--- src/rtl/pipe_stage_latch.sv ---
// pipe_stage_latch: parametrised inter-stage pipeline register with stall, flush and a saturating stall counter
module pipe_stage_latch #(
    parameter int DATA_WIDTH = 16,
    parameter int NUM_DATA = 7,
    parameter int CTRL_WIDTH = 16,
    parameter logic [CTRL_WIDTH-1:0] CTRL_SAFE = '0,
    parameter logic [15:0] NOP_INSTR = 16'h0800,
    parameter int CNT_WIDTH = 4
) (
    input  logic                           clk,
    input  logic                           rst,
    input  logic                           stall,
    input  logic                           flush,
    input  logic                           valid_in,
    input  logic [15:0]                    pc_in,
    input  logic [15:0]                    instr_in,
    input  logic [NUM_DATA*DATA_WIDTH-1:0] data_in,
    input  logic [CTRL_WIDTH-1:0]          ctrl_in,
    output logic                           valid_out,
    output logic [15:0]                    pc_out,
    output logic [15:0]                    instr_out,
    output logic [NUM_DATA*DATA_WIDTH-1:0] data_out,
    output logic [CTRL_WIDTH-1:0]          ctrl_out,
    output logic [CNT_WIDTH-1:0]           stall_cnt
);
    // rst > flush > stall > load; a flush keeps the incoming PC visible for debug
    always_ff @(posedge clk) begin
        if (rst || flush) begin
            valid_out <= 1'b0;
            pc_out    <= rst ? 16'h0000 : pc_in;
            instr_out <= NOP_INSTR;
            data_out  <= '0;
            ctrl_out  <= CTRL_SAFE;
            stall_cnt <= '0;
        end else if (stall) begin
            if (valid_out && stall_cnt != '1)
                stall_cnt <= stall_cnt + 1'b1;
        end else begin
            valid_out <= valid_in;
            pc_out    <= pc_in;
            instr_out <= instr_in;
            data_out  <= data_in;
            ctrl_out  <= ctrl_in;
            stall_cnt <= '0;
        end
    end
endmodule

--- config.mk ---
export PLATFORM = sky130hd
export DESIGN_NAME = pipe_stage_latch
export DESIGN_NICKNAME = d
export VERILOG_FILES = /design/src/rtl/pipe_stage_latch.sv
export SDC_FILE = /design/constraint.sdc
export NUM_CORES = 1
export LEC_CHECK = 0
export ABC_AREA = 0
export BUFFER_PORTS_ARGS = -buffer_cell sky130_fd_sc_hd__buf_2
export CORE_AREA = 2 2 130 132
export CTS_CLUSTER_SIZE = 40
export DETAILED_ROUTE_END_ITERATION = 8
export DIE_AREA = 0 0 132 134
export PLACE_DENSITY = 0.68
export SYNTH_ARGS = -nofsm -noshare
export SYNTH_HDL_FRONTEND = slang
export SYNTH_SLANG_ARGS = --single-unit
--- constraint.sdc ---
create_clock -name clk -period 3.7 [get_ports clk]
set_clock_uncertainty 0.1 [all_clocks]
set_input_delay 0.74 -clock clk [delete_from_list [all_inputs] [get_ports clk]]
set_output_delay 0.74 -clock clk [all_outputs]
set_load 0.01 [all_outputs]
After elaboration in Yosys (flattened, before gate mapping)
Index checks and enable logic that the tools add are counted.
- bits in registers: 165
- bits in latches: 0
- memory bits (writable): 0
- memory bits (read-only): 0
- input port bits: 165
- output and inout port bits: 165
- word-level logic and storage cells: 16
- memories kept: 0
- add/sub/neg operators: 1
- multiply operators: 0
- div/mod/pow operators: 0
- magnitude comparators: 0
- equal/unequal tests: 2
- shift operators: 0
- mux-type cells: 3
- bitwise logic cells: 1
- reduce and logical (&&, ||, !) cells: 3
- operators by type and width (cell ; count):
    $mux 16 ; 3
    $add 4x1->4 const B ; 1
    $ne 4x4->1 const B ; 1
    $ne 2x1->1 const B ; 1
    $reduce_or 2->1 ; 1
    $logic_and 1x1->1 ; 1
    $logic_or 1x1->1 ; 1
    $not 1->1 ; 1

Longest topological paths before layout
- depth in word-level cells: 2
- gate-level depth with buffers: 5
- mapped depth without buffers: 4

Least setup slack after synthesis
No wires, ideal clock.
- path type: input -> register
- from: input port stall
- to: register pc_out[0], enable pin
- library setup time: 0.376 ns
- data arrival time: 1.325 ns
- required time: 3.224 ns
- setup slack: 1.900 ns
- cell stages on the path: 2
- path buffers: 1
- cell sequence: buf_4 > nand2_1
- longest elaborated chain between the ends: 1
- ends and longest elaborated chain (item ; RTL line ; RTL):
    start: declaration ; 12 ; input logic stall,
    $ne 2x1->1 (no line) ; - ;
    end signal: assignment ; 30 ; pc_out <= rst ? 16'h0000 : pc_in;
    end signal: assignment ; 40 ; pc_out <= pc_in;
    end: declaration ; 20 ; output logic [15:0] pc_out,
No other way between the ends.
A chain may end at the register's enable or synchronous reset.

Worst setup path after layout
- from: input port rst
- to: register data_out[61]
- longest elaborated chain between the ends: 1
- ends and longest elaborated chain (item ; RTL line ; RTL):
    start: declaration ; 11 ; input logic rst,
    $logic_or 1x1->1 ; 28 ; if (rst || flush) begin
    end signal: assignment ; 42 ; data_out <= data_in;
    end: declaration ; 22 ; output logic [NUM_DATA*DATA_WIDTH-1:0] data_out,
No other way between the ends.

==> summary.txt <==
Run status
  – Status: finished, final reports clean

Clocking
  – Hold_buf cts: 0
  – Clock latency on the worst-skew pair: around 0.40 ns
  – Clock root cell: clkbuf_16
  – Total setup buffers inserted after CTS: 0
  – Post-CTS resize count: 0
  – CTS Buffer Depth: 2
  – H-tree depth: 4
  – CTS tree: yes
  – Total CTS buffers: 17
  – Clock slew at reported path FFs: around 0.060 ns
  – Clock sinks: ~170

Placement
  – Dpl hpwl: around 10 mm
  – Port Buffers: roughly 330
  – Final estimated routing congestion in global placement: between 0.7 and 0.8

Global routing
  – Total GRT Usage: 15.7%
  – Vias in the first global route: 4442
  – Largest net degree at the start of global routing: between 70 and 80
  – First-pass GRT wire length: between 20 and 25 mm
  – Total grt overflow: 0
  – Initial antenna violation count: 0

Floorplan
  – Ports: 330
  – CORE AREA: between 15000 and 20000 um2
  – Total die area: roughly 18000 um2
  – Chip height: between 100 and 150 um
  – Chip width: between 100 and 150 um
  – Rows: 47
  – Starting density of the core: roughly 36%

Layout
  – Layout cell share with drive strength beyond 1: about 43%
  – ANT cells: 0
  – Nets@finish: ~1000
  – Commonest non-fill, non-tap cell in the layout: buf_2
  – Fin util: 50.8%
  – Most frequent cells in the layout: buf_2, dfxtp_1, mux2i_1, nor2_1, clkbuf_16
  – Syn-to-layout area delta: 40.2%

Timing
  – Worst-margin pin slew: slightly below 0.8 ns
  – Final Hold Fails: 0
  – RSZ-0062 raised after global routing: no
  – Final worst path period share: between 50 and 60%
  – Worst relative slew slack: 47.2%
  – Slew Viols, Final: 0
  – Fmax: slightly above 500 MHz
  – Min Clock Period, post-route: 1.95 ns
  – Final setup violation count: 0
  – Setup TNS: 0 ns

Synth
  – Register area share after synthesis: approximately three fifths
  – Post-Syn Area: just under 6000 um2
  – Distinct cells, synth: 24
  – Post-Synthesis Cells: around 520
  – Share of the synthesized area in the top cell type: between 50% and 60%
  – Cell accounting for the most synthesized area: dfxtp_1
  – Synth Register Bits: between 150 and 200
  – Average size of a mapped cell: between 10 and 15 um2
  – Synth area leaders: dfxtp_1, mux2i_1, nor2_1
  – Syn_nets: 689
  – Yosys warnings: 0

Power
  – Pwr/cell area: 491 nW/um2
  – Maximum vdd drop: slightly above 300 uV
  – Tot Pwr: about 4100 uW
  – Static leakage: between 0.004 and 0.005 uW

Setup path
  – Worst path bufs/invs: 2
  – Worst path slowest cell: or2_4
  – Max incr delay on CP: between 0.5 and 0.6 ns
  – CP required: about 3.9 ns
  – CP Cell Sequence: buf_2 > or2_4 > buf_12 > nor2_1
  – CP top delay family: simple AND/OR/NAND/NOR gates
  – Worst path arrival time: around 2.1 ns
  – Type of origin of the critical path: primary input
  – Critical path capture point type: register
  – Worst setup path class: primary input to register
  – Worst Path Max Fanout: 74

Drt
  – Via count: 4679
  – DRT Pass-1 Iters: 4
  – Drt via density: about 4.4
  – Detail Route Antenna Nets: 0
  – Routed wire length: 14.4 mm
  – Routed wire length per instance: about 13 um
  – 1st-iter DRT viols: between 150 and 200
  – Residual DRC: 0

Flow run
  – Max-Cap Viols: 0

Worst hold path
  – Worst hold path type: register to register
## synthesized netlist by cell type (all sizes together)
library cell / number
dfxtp: 149
mux2i: 145
nor2: 145
buf: 32
edfxtp: 16
nor2b: 15
a21oi: 4
o21ai: 3
nand2: 2
or2: 2
and2b: 1
and3: 1
and4b: 1
clkbuf: 1
ha: 1
inv: 1
nand3b: 1
nand4: 1
nor3: 1
or3: 1
## metal layers
| layer | part of all wire, % | up-vias | track usage [%] |
|---|---|---|---|
| met3 | 5.8 | 17 | 5.22 |
| met2 | 50 | 162 | 26.6 |
| met4 | 2.2 | 0 | 6.76 |
| li1 | - | 2385 | - |
| met5 | 0 | - | 0 |
| met1 | 42 | 2115 | 18.2 |
## worst min-delay path, cell delays in order, from the launching register on
cell and delay, ns:
dfxtp_1 0.33, mux2i_1 0.07, nand2_1 0.05
## metrics by stage
step                      cells  area (um2)  hold WS, ns  setup slack [ns]
after detailed placement   1043        7670        0.367              1.32
after global routing       1075        8270        0.415              1.62
final                      1075        8270        0.375              1.75
after global placement     1043        7670        0.353              1.34
after CTS                  1075        8270        0.381              1.76
after floorplan             523        5900        0.415              1.90
## final cells by class
class / count / area (um2)
Sequential cell: 165 / 3460
Inverter: 1 / 3.75
Tap cell: 220 / 275
Clock buffer: 21 / 482
Timing Repair Buffer: 333 / 1710
Fill cell: 1529 / 8020
Clock inverter: 11 / 121
Multi-Input combinational cell: 324 / 2220
## path summary, 6_finish.rpt
path	slack, ns	depth (start not counted)	to	startpoint
setup / recovery	1.75	4	data_out[61]$_SDFFE_PP0N_	rst
hold / removal	0.38	2	instr_out[11]$_SDFFE_PP1N_	instr_out[11]$_SDFFE_PP1N_
setup reg to reg	2.27	4	stall_cnt[0]$_SDFFE_PP0P_	stall_cnt[0]$_SDFFE_PP0P_
hold reg to reg	0.38	2	instr_out[11]$_SDFFE_PP1N_	instr_out[11]$_SDFFE_PP1N_
## sequential cells by signal, indices dropped and copies added (netlist names)
name	flops
data_out	112
ctrl_out	16
instr_out	16
pc_out	16
stall_cnt	4
valid_out	1
## power by group
group          internal [uW]  switching (uW)
combinational            194             194
sequential              1870            27.4
clock                   1070             701
total                   3140             922
## kinds of logic (layout without fill, tap and decap cells)
| kind of cell | Yosys count | count (layout) | synth area share (%) |
|---|---|---|---|
| AOI/OAI and AO/OA | 7 | 7 | 0.594 |
| adders and majority gates | 1 | 1 | 0.212 |
| buffers and inverters | 34 | 366 | 3.73 |
| DFF | 165 | 165 | 58.7 |
| muxes | 145 | 145 | 24.6 |
| and+or+nand+nor | 171 | 171 | 12.2 |
No activity file was read; power rests on OpenSTA's default activity.
